==> src/rtl/sseg_pkg.sv <==
// ============================================================================
//  Module      : sseg_pkg
//  Description : Shared types and constants for the seven-segment scan driver:
//                conversion FSM states, digit count, BCD ceiling, anode
//                one-hot-low patterns and the double-dabble adjust step.
//  Revision    : 1.0 - initial release
// ============================================================================
`default_nettype none

package sseg_pkg;

    typedef enum logic [1:0] {
        IDLE   = 2'd0,
        CONV   = 2'd1,
        COMMIT = 2'd2
    } state_t;

    localparam int NUM_DIGITS = 4;
    localparam int BCD_MAX    = 9999;

    // Active-low anode patterns, bit 0 = least significant digit
    localparam logic [3:0] c_an_dig0 = 4'b1110;
    localparam logic [3:0] c_an_dig1 = 4'b1101;
    localparam logic [3:0] c_an_dig2 = 4'b1011;
    localparam logic [3:0] c_an_dig3 = 4'b0111;

    // One double-dabble correction: every BCD nibble >= 5 gets +3 so the
    // following left shift carries correctly into the next decade.
    function automatic logic [4*NUM_DIGITS-1:0] dabble_adjust(
        input logic [4*NUM_DIGITS-1:0] s
    );
        logic [4*NUM_DIGITS-1:0] r;
        r = s;
        for (int i = 0; i < NUM_DIGITS; i++) begin
            if (s[4*i +: 4] >= 4'd5) begin
                r[4*i +: 4] = s[4*i +: 4] + 4'd3;
            end
        end
        return r;
    endfunction

endpackage

`default_nettype wire

==> src/rtl/sseg_bin2bcd.sv <==
// ============================================================================
//  Module      : sseg_bin2bcd
//  Description : Sequential binary-to-BCD converter (shift-add-3, one bit per
//                clock). Input is saturated to 9999 on load. done pulses for
//                the single cycle in which the finished BCD word is valid.
//  Revision    : 1.0 - initial release
// ============================================================================
`default_nettype none

module sseg_bin2bcd
    import sseg_pkg::*;
#(
    parameter int VAL_W = 14
) (
    input  logic                    clk,
    input  logic                    reset,
    input  logic [VAL_W-1:0]        value,
    input  logic                    load,
    output logic                    busy,
    output logic                    done,
    output logic [4*NUM_DIGITS-1:0] bcd
);

    localparam int CNT_W = $clog2(VAL_W + 1);

    state_t                  r_state;
    state_t                  w_state_next;
    logic [VAL_W-1:0]        r_shift;
    logic [4*NUM_DIGITS-1:0] r_scratch;
    logic [CNT_W-1:0]        r_cnt;
    logic [VAL_W-1:0]        w_value_sat;

    // Clamp the request to the largest value four digits can show
    assign w_value_sat = (32'(value) > 32'(BCD_MAX)) ? VAL_W'(BCD_MAX) : value;

    // State register
    always_ff @(posedge clk) begin
        if (reset) begin
            r_state <= IDLE;
        end else begin
            r_state <= w_state_next;
        end
    end

    // Next-state and Moore outputs; loads outside IDLE are simply dropped
    always_comb begin
        w_state_next = r_state;
        busy         = 1'b0;
        done         = 1'b0;
        case (r_state)
            IDLE: begin
                if (load) begin
                    w_state_next = CONV;
                end
            end
            CONV: begin
                busy = 1'b1;
                if (r_cnt == CNT_W'(1)) begin
                    w_state_next = COMMIT;
                end
            end
            COMMIT: begin
                busy         = 1'b1;
                done         = 1'b1;
                w_state_next = IDLE;
            end
            default: begin
                w_state_next = IDLE;
            end
        endcase
    end

    // Conversion datapath: capture on load, adjust-then-shift while converting
    always_ff @(posedge clk) begin
        if (reset) begin
            r_shift   <= '0;
            r_scratch <= '0;
            r_cnt     <= '0;
        end else begin
            case (r_state)
                IDLE: begin
                    if (load) begin
                        r_shift   <= w_value_sat;
                        r_scratch <= '0;
                        r_cnt     <= CNT_W'(VAL_W);
                    end
                end
                CONV: begin
                    {r_scratch, r_shift} <= {dabble_adjust(r_scratch), r_shift} << 1;
                    r_cnt                <= r_cnt - CNT_W'(1);
                end
                default: begin
                end
            endcase
        end
    end

    assign bcd = r_scratch;

endmodule

`default_nettype wire

==> src/rtl/sseg_scan_driver.sv <==
// ============================================================================
//  Module      : sseg_scan_driver
//  Description : Converts a binary value to four BCD digits and time-multiplexes
//                them onto one shared seven-segment decoder with active-low
//                anode selects for a common-anode display.
//                Optional macro SSEG_LZB_EN enables leading-zero blanking.
//  Revision    : 1.0 - initial release
// ============================================================================
`default_nettype none

module sseg_scan_driver
    import sseg_pkg::*;
#(
    parameter int REFRESH_DIV = 50000,
    parameter int VAL_W       = 14
) (
    input  logic             clk,
    input  logic             reset,
    input  logic [VAL_W-1:0] value,
    input  logic             load,
    output logic             busy,
    output logic             done,
    output logic [3:0]       digit,
    output logic             blank,
    output logic [3:0]       an
);

    localparam int             REF_W      = (REFRESH_DIV > 2) ? $clog2(REFRESH_DIV) : 1;
    localparam logic [REF_W-1:0] c_ref_last = REF_W'(REFRESH_DIV - 1);

    logic                    w_conv_done;
    logic [4*NUM_DIGITS-1:0] w_scratch;
    logic [4*NUM_DIGITS-1:0] r_disp;
    logic [4*NUM_DIGITS-1:0] w_disp_next;
    logic [REF_W-1:0]        r_refresh;
    logic [1:0]              r_index;
    logic [3:0]              w_an_next;
    logic                    w_blank_next;
    logic [3:0]              r_an;
    logic [3:0]              r_digit;
    logic                    r_blank;

    sseg_bin2bcd #(
        .VAL_W (VAL_W)
    ) u_bin2bcd (
        .clk   (clk),
        .reset (reset),
        .value (value),
        .load  (load),
        .busy  (busy),
        .done  (w_conv_done),
        .bcd   (w_scratch)
    );

    assign done = w_conv_done;

    // The display word as it will read after this edge; feeding the output
    // registers from it makes new digits appear in the cycle after commit.
    assign w_disp_next = w_conv_done ? w_scratch : r_disp;

    // Display registers: only ever replaced by a complete conversion
    always_ff @(posedge clk) begin
        if (reset) begin
            r_disp <= '0;
        end else begin
            r_disp <= w_disp_next;
        end
    end

    // Free-running refresh counter and digit index
    always_ff @(posedge clk) begin
        if (reset) begin
            r_refresh <= '0;
            r_index   <= 2'd0;
        end else if (r_refresh == c_ref_last) begin
            r_refresh <= '0;
            r_index   <= r_index + 2'd1;
        end else begin
            r_refresh <= r_refresh + REF_W'(1);
        end
    end

    // Anode pattern for the current index
    always_comb begin
        w_an_next = c_an_dig0;
        case (r_index)
            2'd0: w_an_next = c_an_dig0;
            2'd1: w_an_next = c_an_dig1;
            2'd2: w_an_next = c_an_dig2;
            2'd3: w_an_next = c_an_dig3;
            default: w_an_next = c_an_dig0;
        endcase
    end

`ifdef SSEG_LZB_EN
    // Blank digit k when it and every more significant nibble are zero
    always_comb begin
        w_blank_next = 1'b0;
        case (r_index)
            2'd1: w_blank_next = (w_disp_next[15:4]  == 12'd0);
            2'd2: w_blank_next = (w_disp_next[15:8]  == 8'd0);
            2'd3: w_blank_next = (w_disp_next[15:12] == 4'd0);
            default: w_blank_next = 1'b0;
        endcase
    end
`else
    assign w_blank_next = 1'b0;
`endif

    // Output registers: anode, nibble and blank switch on the same edge
    always_ff @(posedge clk) begin
        if (reset) begin
            r_an    <= c_an_dig0;
            r_digit <= 4'd0;
            r_blank <= 1'b0;
        end else begin
            r_an    <= w_an_next;
            r_digit <= w_disp_next[{r_index, 2'b00} +: 4];
            r_blank <= w_blank_next;
        end
    end

    assign an    = r_an;
    assign digit = r_digit;
    assign blank = r_blank;

endmodule

`default_nettype wire

==> config.mk <==
export PLATFORM = sky130hd
export DESIGN_NAME = sseg_scan_driver
export DESIGN_NICKNAME = d
export VERILOG_FILES = /design/src/rtl/sseg_pkg.sv /design/src/rtl/sseg_bin2bcd.sv /design/src/rtl/sseg_scan_driver.sv
export SDC_FILE = /design/constraint.sdc
export NUM_CORES = 1
export LEC_CHECK = 0
export CELL_PAD_IN_SITES_DETAIL_PLACEMENT = 2
export CELL_PAD_IN_SITES_GLOBAL_PLACEMENT = 2
export CORE_AREA = 2 2 96 98
export DETAILED_ROUTE_END_ITERATION = 6
export DIE_AREA = 0 0 98 100
export DONT_BUFFER_PORTS = 1
export GPL_TIMING_DRIVEN = 0
export PLACE_DENSITY = 0.83
export SYNTH_ARGS = -nofsm -noshare
export SYNTH_HDL_FRONTEND = slang
export SYNTH_SLANG_ARGS = --single-unit
==> constraint.sdc <==
create_clock -name clk -period 4 [get_ports clk]
set_input_delay 0.4 -clock clk [delete_from_list [all_inputs] [get_ports clk]]
set_output_delay 0.4 -clock clk [all_outputs]
set_load 0.005 [all_outputs]
# [Word level (Yosys, flattened, before mapping)]
# Index checks and enable logic that the tools add are counted.
[classes] add_sub_neg=7 magnitude_cmp=5 eq_ne=9 shift=1 n_mux=18 n_reduce_logical=7
[op_table] operator="2-to-1 mux 16 bit" n=2
[op_table] operator="one-hot mux 16 bit (2 select lines)" n=1
[op_table] operator="2-to-1 mux 14 bit" n=2
[op_table] operator="one-hot mux 14 bit (2 select lines)" n=1
[op_table] operator="adder 16 x 1 -> 16 bit (second input constant)" n=1
[op_table] operator="== test 16 bit (second input constant)" n=1
[op_table] operator="greater-or-equal comparator 4 x 3 -> 1 bit (second input constant)" n=4
[op_table] operator="2-to-1 mux 4 bit" n=4
[op_table] operator="one-hot mux 4 bit (4 select lines)" n=1
[op_table] operator="variable part select 16 x 5 -> 4 bit" n=1
[op_table] operator="greater-than comparator 14 bit (second input constant)" n=1
[op_table] operator="adder 4 x 2 -> 4 bit (second input constant)" n=3
[op_table] operator="one-hot mux 4 bit (2 select lines)" n=1
[op_table] operator="== test 2 bit (second input constant)" n=3
[op_table] operator="== test 2 x 1 -> 1 bit (second input constant)" n=2
[op_table] operator="== test 4 x 1 -> 1 bit (second input constant)" n=1
[op_table] operator="zero test 2 bit" n=2
[op_table] operator="2-to-1 mux 2 bit" n=2
[op_table] operator="one-hot mux 2 bit (2 select lines)" n=1
[op_table] operator="AND reduction 2 bit" n=2
[op_table] operator="OR reduction 2 bit" n=2
[op_table] operator="subtractor 4 x 1 -> 4 bit (second input constant)" n=1
[op_table] operator="adder 3 x 2 -> 3 bit (second input constant)" n=1
[op_table] operator="2-to-1 mux 3 bit" n=1
[op_table] operator="other kinds (5)" n=6
[word_totals] ff_bits=78 in_bits=17 output_inout_bits=11 word_cells=56

# [Logic depth before layout (Yosys ltp)]
# Gate-level depths: netlist of the first run.
[logic_depth] ltp_word=4 ltp_mapped=9

# [Hierarchy]
# Synthesis of the first run repeated with hierarchy kept, for this count alone.
[hier_totals] cells_unflattened=396 hier_area_um2=3744.8
[by_module_without_submodules] mod="sseg_bin2bcd" n_inst=1 cells_each=229 area_each_um2=2033.2 seq_area_each_um2=720.7
[by_module_without_submodules] mod="sseg_scan_driver" n_inst=1 cells_each=167 area_each_um2=1711.6 seq_area_each_um2=840.8

# [Worst setup path before layout of the first run]
# No wires, ideal clock.
[synth_path] path_type="flip-flop to flip-flop" startpoint="register u_bin2bcd.r_state[0]" endpoint="register r_digit[0] (netlist: digit[0])" setup_time_ns=0.065 arrival_time_ns=1.536 required_time_ns=3.935 slack_ns=2.399 path_stages_with_launch=8 path_cell_list="dfxtp_1 inv_1 ha_1 buf_6 buf_12 mux2i_1 mux4_2 nor2_1"
[synth_via] elab_chain_cells=4
[synth_lines] item="start, declared" line="sseg_bin2bcd.sv:26" rtl="state_t r_state;"
[synth_lines] item="start signal, assigned" line="sseg_bin2bcd.sv:41" rtl="r_state <= w_state_next;"
[synth_lines] item="== test 2 bit" line="sseg_bin2bcd.sv:50" rtl="case (r_state)"
[synth_lines] item="2-to-1 mux 1 bit" line="sseg_bin2bcd.sv:50"
[synth_lines] item="net done" line="sseg_scan_driver.sv:22" rtl="output logic done,"
[synth_lines] item="2-to-1 mux 16 bit" line="sseg_scan_driver.sv:59" rtl="assign w_disp_next = w_conv_done ? w_scratch : r_disp;"
[synth_lines] item="variable part select 16 x 5 -> 4 bit" line="sseg_scan_driver.sv:118" rtl="r_digit <= w_disp_next[{r_index, 2'b00} +: 4];"
[synth_lines] item="end signal, assigned" line="sseg_scan_driver.sv:118"
[synth_lines] item="end, declared" line="sseg_scan_driver.sv:40" rtl="logic [3:0] r_digit;"
# The timed path passes the listed nets, and every way through them passes these cells.
# A chain may end at the register's enable or synchronous reset.

# [Worst setup path after layout of the first run]
[layout_path] startpoint="register u_bin2bcd.r_state[1]" endpoint="register u_bin2bcd.r_shift[10]"
[layout_via] elab_chain_cells=3 word_cells_on_any_way=6 cone_classes="eq/ne (2); mux (1); reduce/logical (3)"
[layout_lines] item="== test 2 x 1 -> 1 bit or zero test 2 bit (tied branches)" line="sseg_bin2bcd.sv:80" rtl="case (r_state)"
[layout_lines] item="nonzero test 2 bit (no line) or != test 2 bit (tied branches)"
[layout_lines] item="AND reduction 2 bit (no line)"
[layout_lines] item="end signal, assigned" line="sseg_bin2bcd.sv:83" rtl="r_shift <= w_value_sat;"
[layout_lines] item="end signal, assigned" line="sseg_bin2bcd.sv:89" rtl="{r_scratch, r_shift} <= {dabble_adjust(r_scratch), r_shift} << 1;"
[layout_lines] item="end, declared" line="sseg_bin2bcd.sv:28" rtl="logic [VAL_W-1:0] r_shift;"
# Parallel ways exist; a longest one is shown, timed or not.

==> impl_metrics.env, run 1 <==
export IMPL_cpPeakStageDelay_ps=390
export IMPL_clock_path_buffers=2
export IMPL_pwr_share_clk_pct=38.4
export IMPL_power_share_switching_pct=28.6
export IMPL_tightest_slew_ps=627
export IMPL_synthCells=395
export IMPL_crit_path_end_kind="register"
export IMPL_post_cts_resized=0
export IMPL_p_seq_share_pct=50.4
export IMPL_clk_pin_slew_ps=90
export IMPL_crit_type="register to register"
export IMPL_area_growth_synth_to_final_pct=9.31
export IMPL_final_min_clock_period_ps=1890
export IMPL_avgSynthCellArea_um2=9.33
export IMPL_finalNonFillerCells=522
export IMPL_layout_nets=441
export IMPL_total_power_w=0.00164
export IMPL_status="completed"
export IMPL_final_cell_mix="dfxtp_1, nor2_1, mux2i_1, nand2_1, a21oi_1"
export IMPL_p_int_w=0.00117
export IMPL_path_buf_inv=3
export IMPL_grt_pass1_wl_mm=17.2
export IMPL_cts_sinks=78
export IMPL_finClkSkew_ps=13.9
export IMPL_hold_depth=2
export IMPL_worst_path_most_repeated_cell="inv_1"
export IMPL_vias_per_cell=5.59
export IMPL_die_h_um=100
export IMPL_grt_start_max_net_pins=16
export IMPL_die_w_um=98
export IMPL_cts_tree="done"
export IMPL_io_buffer_count=0
export IMPL_gp_congestion=0.802
export IMPL_max_slew_margin_pct=58.0
export IMPL_grt_usage_pct=22.2
export IMPL_post_cts_buffers=0
export IMPL_rows=35
export IMPL_die_area_um2=9800
export IMPL_cp_slowest_cell="ha_1"
export IMPL_worstRegToRegCells=7
export IMPL_arrival_ps=2170
export IMPL_crit_path_start_kind="register"
export IMPL_finalSetupViolations=0
export IMPL_routed_via_count=2917
export IMPL_synth_warnings=0
export IMPL_synth_seq_cells=78
export IMPL_ant_nets=0
export IMPL_pwr_density_cell_nw_per_um2=406
export IMPL_ir_drop_mv=0.191
export IMPL_multi_input_area_um2=1910
export IMPL_synthFlopType="dfxtp_1"
export IMPL_drt_first_pass_iters=4
export IMPL_routed_wl_mm=10.4
export IMPL_worstPathRequired_ps=4290
export IMPL_clkLatencyLatePin_ps=360
export IMPL_critical_path_top_delay_family="compound AO/OA/AOI/OAI gates"
export IMPL_start_util_pct=41.4
export IMPL_slew_violations=0
export IMPL_syn_area_um2=3680
export IMPL_grt_setup_unrepaired="false"
export IMPL_wire_per_inst_um=19.9
export IMPL_grt_overflow=0
export IMPL_cts_buffers=9
export IMPL_fin_tns_setup_ps=0
export IMPL_p_sw_w=0.000468
export IMPL_ys_types=50
export IMPL_final_common_cell="dfxtp_1"
export IMPL_p_leak_nw=1.46
export IMPL_drtIter0Drc=58
export IMPL_async_flop_share_pct=0
export IMPL_io_pins=28
export IMPL_fin_crit_sh_pct=47.2
export IMPL_diodes=0
export IMPL_htreeDepth=3
export IMPL_hpwl_mm=7.16
export IMPL_crit_chain="inv_1, ha_1, inv_1, o21ai_2, buf_2, o221ai_1, a21oi_1"
export IMPL_path_depth=7
export IMPL_drive_gt1_share_pct=10.5
export IMPL_antenna_found_initial=0
export IMPL_grt_pass1_vias=3249
export IMPL_fin_util_pct=45.3
export IMPL_core_um2=8890
export IMPL_fmax_mhz=530
export IMPL_cts_hold_fix_buffers=0
export IMPL_yosysSeqAreaShare_pct=42.4
export IMPL_place_inst=506
export IMPL_ctsRootBufferMaster="clkbuf_8"
export IMPL_drv_cap=0
export IMPL_synth_nets=430
export IMPL_drc_errors=0
export IMPL_n_fill_cell=970
export IMPL_pwr_share_comb_pct=11.1
export IMPL_synth_edf_count=0
export IMPL_hold_class="input port to register"
export IMPL_path_max_fanout=10
export IMPL_final_hold_viol_count=0
export IMPL_seqCellArea_um2=1560
cells by family (layout without fill, tap and decap cells):
| logic type | after synthesis | in the layout | synth area share, % |
|---|---|---|---|
| AOI/OAI and AO/OA | 64 | 64 | 11.9 |
| DFF | 78 | 78 | 42.4 |
| and+or+nand+nor | 146 | 146 | 19.6 |
| muxes | 27 | 27 | 9.04 |
| buffers and inverters | 39 | 55 | 5.67 |
| xor gates and xnor gates | 22 | 22 | 5.23 |
| other | 1 | 1 | 0.102 |
| adders and majority gates | 18 | 18 | 6.11 |
metal layers:
metal | track usage (%) | vias up | share of wire, %
met5 | 0 | - | 0
met4 | 5.98 | 0 | 1.3
met3 | 5.08 | 11 | 2.5
met2 | 39.4 | 31 | 50
met1 | 27.4 | 1472 | 46
li1 | - | 1403 | -
power groups by stage:
stage                     logic, W  clock network [W]  registers (W)
after global routing      0.000205           0.000679       0.000829
after global placement    0.000173                  0       0.000840
after floorplan           0.000138                  0       0.000836
final                     0.000182           0.000629       0.000825
after CTS                 0.000185           0.000644       0.000825
after detailed placement  0.000183                  0       0.000842
synth_stat cells (5+ instances only):
cell	n	area, um^2
nor4_1	6	37.5
a21oi_1	19	95.1
a211oi_1	5	37.5
mux2i_1	22	220
nor2_1	59	221
inv_1	18	67.6
a221oi_1	8	70.1
buf_4	5	37.5
xor2_1	5	43.8
nand3_1	12	60.1
ha_1	18	225
clkbuf_1	7	26.3
nor3_1	10	50.1
nand4_1	5	31.3
o21ai_0	10	50.1
dfxtp_1	78	1560
nand2_1	19	71.3
nand2b_1	14	87.6
xnor2_1	17	149
a22o_1	8	70.1
flip-flops by register name, summed over array words and instances, names as in the netlist:
register           count
u_bin2bcd.r_shift     14
u_bin2bcd.bcd         16
r_disp                16
r_index                2
digit                  4
u_bin2bcd.r_cnt        4
u_bin2bcd.r_state      2
r_refresh             16
an                     4
path summary, 6_finish.rpt:
check                            start               endpoint  slack (ps)
hold reg to reg   u_bin2bcd.r_shift[9]   u_bin2bcd.r_shift[9]         470
setup / recovery  u_bin2bcd.r_state[1]  u_bin2bcd.r_shift[10]        2110
setup reg to reg  u_bin2bcd.r_state[1]  u_bin2bcd.r_shift[10]        2110
hold / removal                value[3]   u_bin2bcd.r_shift[3]         190
area by class of cell:
cell class	count	area share (%)
sequential	78	38.8
multi-input combinational	278	47.5
clock inverter	7	1.99
inverter	19	1.77
tap	111	3.45
clock buffer	9	3.08
buffer	20	3.42
stage by stage:
stage / instance area (um^2) / setup WS (ps) / hold slack [ps]
CTS: 4030 / 2080 / 172
finish: 4030 / 2110 / 186
detailed placement: 3820 / 2110 / 461
floorplan: 3680 / 2400 / 436
global route: 4030 / 1870 / 180
global placement: 3820 / 2190 / 445
(Power assumes the default switching activity.)
==> inputs of run 2 (changes only) <==
--- a/config.mk
+++ b/config.mk
@@ -7,12 +7,12 @@
 export LEC_CHECK = 0
 export CELL_PAD_IN_SITES_DETAIL_PLACEMENT = 2
 export CELL_PAD_IN_SITES_GLOBAL_PLACEMENT = 2
-export CORE_AREA = 2 2 96 98
+export CORE_AREA = 2 2 105 107
 export DETAILED_ROUTE_END_ITERATION = 6
-export DIE_AREA = 0 0 98 100
+export DIE_AREA = 0 0 107 109
 export DONT_BUFFER_PORTS = 1
 export GPL_TIMING_DRIVEN = 0
-export PLACE_DENSITY = 0.83
+export PLACE_DENSITY = 0.74
 export SYNTH_ARGS = -nofsm -noshare
 export SYNTH_HDL_FRONTEND = slang
 export SYNTH_SLANG_ARGS = --single-unit
==> constraint.sdc (replaced) <==
create_clock -name clk -period 1.7 [get_ports clk]
set_input_delay 0.17 -clock clk [delete_from_list [all_inputs] [get_ports clk]]
set_output_delay 0.17 -clock clk [all_outputs]
set_load 0.005 [all_outputs]
==> run 2 against run 1 <==
Clock-buffer cell count up 4. Combinational power increased to 3.1 times the previous value. First-iteration DRC count grew 45%. Non-clock buffer count up 19. Fmax increased by 11%. Die area is 19% higher. Wire length increased by 1.9%. Final area rose by 8.9%. Clock power is 110% higher. Critical endpoint is now digit[2]. Worst setup slack lost 2100 ps. Sequential cell count stayed put.
==> impl_metrics.env, run 2 (same netlist as run 1, synthesis figures left out) <==
export IMPL_pwr_density_cell_nw_per_um2=872
export IMPL_ant_nets=0
export IMPL_vias_per_cell=5.24
export IMPL_cts_buffers=9
export IMPL_final_min_clock_period_ps=1700
export IMPL_io_pins=28
export IMPL_place_area_um2=3860
export IMPL_htreeDepth=3
export IMPL_routed_via_count=2974
export IMPL_die_h_um=109
export IMPL_p_leak_nw=1.58
export IMPL_drc_errors=0
export IMPL_grt_busiest_layer="met2"
export IMPL_critical_path_top_delay_family="multiplexers"
export IMPL_core_um2=10600
export IMPL_fin_util_pct=41.4
export IMPL_drv_cap=0
export IMPL_drt_first_pass_iters=4
export IMPL_die_area_um2=11700
export IMPL_grt_use_met2_pct=32.6
export IMPL_clock_path_buffers=2
export IMPL_ir_drop_mv=0.459
export IMPL_antenna_found_initial=0
export IMPL_area_growth_synth_to_final_pct=19.1
export IMPL_cts_tree="done"
export IMPL_use_met3_pct=4.00
export IMPL_clk_pin_slew_ps=80
export IMPL_cp_slowest_cell="mux4_2"
export IMPL_cpPeakStageDelay_ps=500
export IMPL_drtIter0Drc=84
export IMPL_n_fill_cell=1148
export IMPL_crit_type="register to register"
export IMPL_tightest_slew_ps=790
export IMPL_hpwl_mm=7.14
export IMPL_finClkSkew_ps=13.2
export IMPL_finalSetupViolations=0
export IMPL_fmax_mhz=590
export IMPL_drive_gt1_share_pct=18.0
export IMPL_ctsRootBufferMaster="clkbuf_8"
export IMPL_crit_path_end_kind="register"
export IMPL_grt_pass1_vias=3232
export IMPL_status="completed"
export IMPL_wire_per_inst_um=18.6
export IMPL_crit_chain="inv_2, ha_4, buf_8, buf_12, mux2i_2, mux4_2, nor2_1"
export IMPL_layout_nets=460
export IMPL_grt_overflow=0
export IMPL_grt_start_max_net_pins=12
export IMPL_worstPathRequired_ps=1990
export IMPL_grt_setup_unrepaired="true"
export IMPL_path_max_fanout=5
export IMPL_gp_congestion=0.806
export IMPL_slew_violations=0
export IMPL_final_common_cell="dfxtp_1"
export IMPL_max_slew_margin_pct=47.4
export IMPL_whs_ps=53.0
export IMPL_hold_class="input port to register"
export IMPL_fin_tns_setup_ps=0
export IMPL_crit_path_start_kind="register"
export IMPL_rows=38
export IMPL_final_hold_viol_count=0
export IMPL_clkLatencyLatePin_ps=360
export IMPL_grt_pass1_wl_mm=17.0
export IMPL_routed_wl_mm=10.6
export IMPL_use_met1_pct=24.8
export IMPL_path_buf_inv=3
export IMPL_io_buffer_count=0
export IMPL_arrival_ps=1990
export IMPL_start_util_pct=34.7
export IMPL_die_w_um=107
export IMPL_grt_usage_pct=19.2
export IMPL_cts_sinks=78
export IMPL_design_area_um2=4390
export IMPL_fin_crit_sh_pct=99.8
export IMPL_diodes=0
export IMPL_final_cell_mix="dfxtp_1, nor2_1, mux2i_1, nand2_1"
-- run 2: cell types whose count changed in the layout (fill, tap and decap cells not counted), moves of 4 or more --
cell,before,now
buf_4,5,15
a221oi_1,8,4
buf_6,3,9
buf_2,4,0
dlygate4sd3_1,0,4
-- run 2: timing repair --
action | 4_1_cts | 5_1_grt
hold endpoints to repair | 4 | 0
pin swaps | 2 | 10
gates cloned | 1 | 2
hold buffers | 4 | 0
endpoints found under the setup margin | 46 | 47
resized for setup | 17 | 30
setup buffers | 8 | 4
-- run 2: cell type report --
cell class	count	area, um^2	area share, %
timing repair buffer	19	190	4.34
tap	140	175	3.99
clock inverter	1	5.00	0.114
buffer	20	171	3.91
multi-input combinational	278	2030	46.4
sequential	78	1570	35.7
inverter	19	73.8	1.68
clock buffer	13	169	3.85
-- run 2: worst paths after layout --
check	from	end	slack [ps]	cells after the start
max	u_bin2bcd.r_state[0]	digit[2]	4	7
min	value[7]	u_bin2bcd.r_shift[7]	50	2
max reg2reg	u_bin2bcd.r_state[0]	digit[2]	4	7
min reg2reg	r_refresh[0]	r_refresh[0]	450	1
-- run 2: layer usage --
metal	part of all wire, %	vias to the layer above
met5	0	-
met4	1.4	0
met3	2.8	16
met2	49	37
met1	46	1489
li1	-	1432
-- run 2: power by group --
part	internal, W	switching, W	total, W
registers	0.00189	0.0000521	0.00194
clock network	0.000634	0.000678	0.00131
logic	0.000254	0.000317	0.000572
-- run 2: worst register-to-register path, stage by stage (launching register included) --
cell	delay, ps
dfxtp_2	370
inv_2	60
ha_4	170
buf_8	140
buf_12	140
mux2i_2	160
mux4_2	500
nor2_1	110
-- run 2: through the flow --
| stage | instances | worst slack (ps) | power, W |
|---|---|---|---|
| floorplan | 395 | 99.3 | 0.00229 |
| global placement | 535 | -106 | 0.00239 |
| detailed placement | 535 | -176 | 0.00241 |
| CTS | 562 | -17.9 | 0.00379 |
| global route | 568 | -97.9 | 0.00402 |
| finish | 568 | 3.96 | 0.00383 |
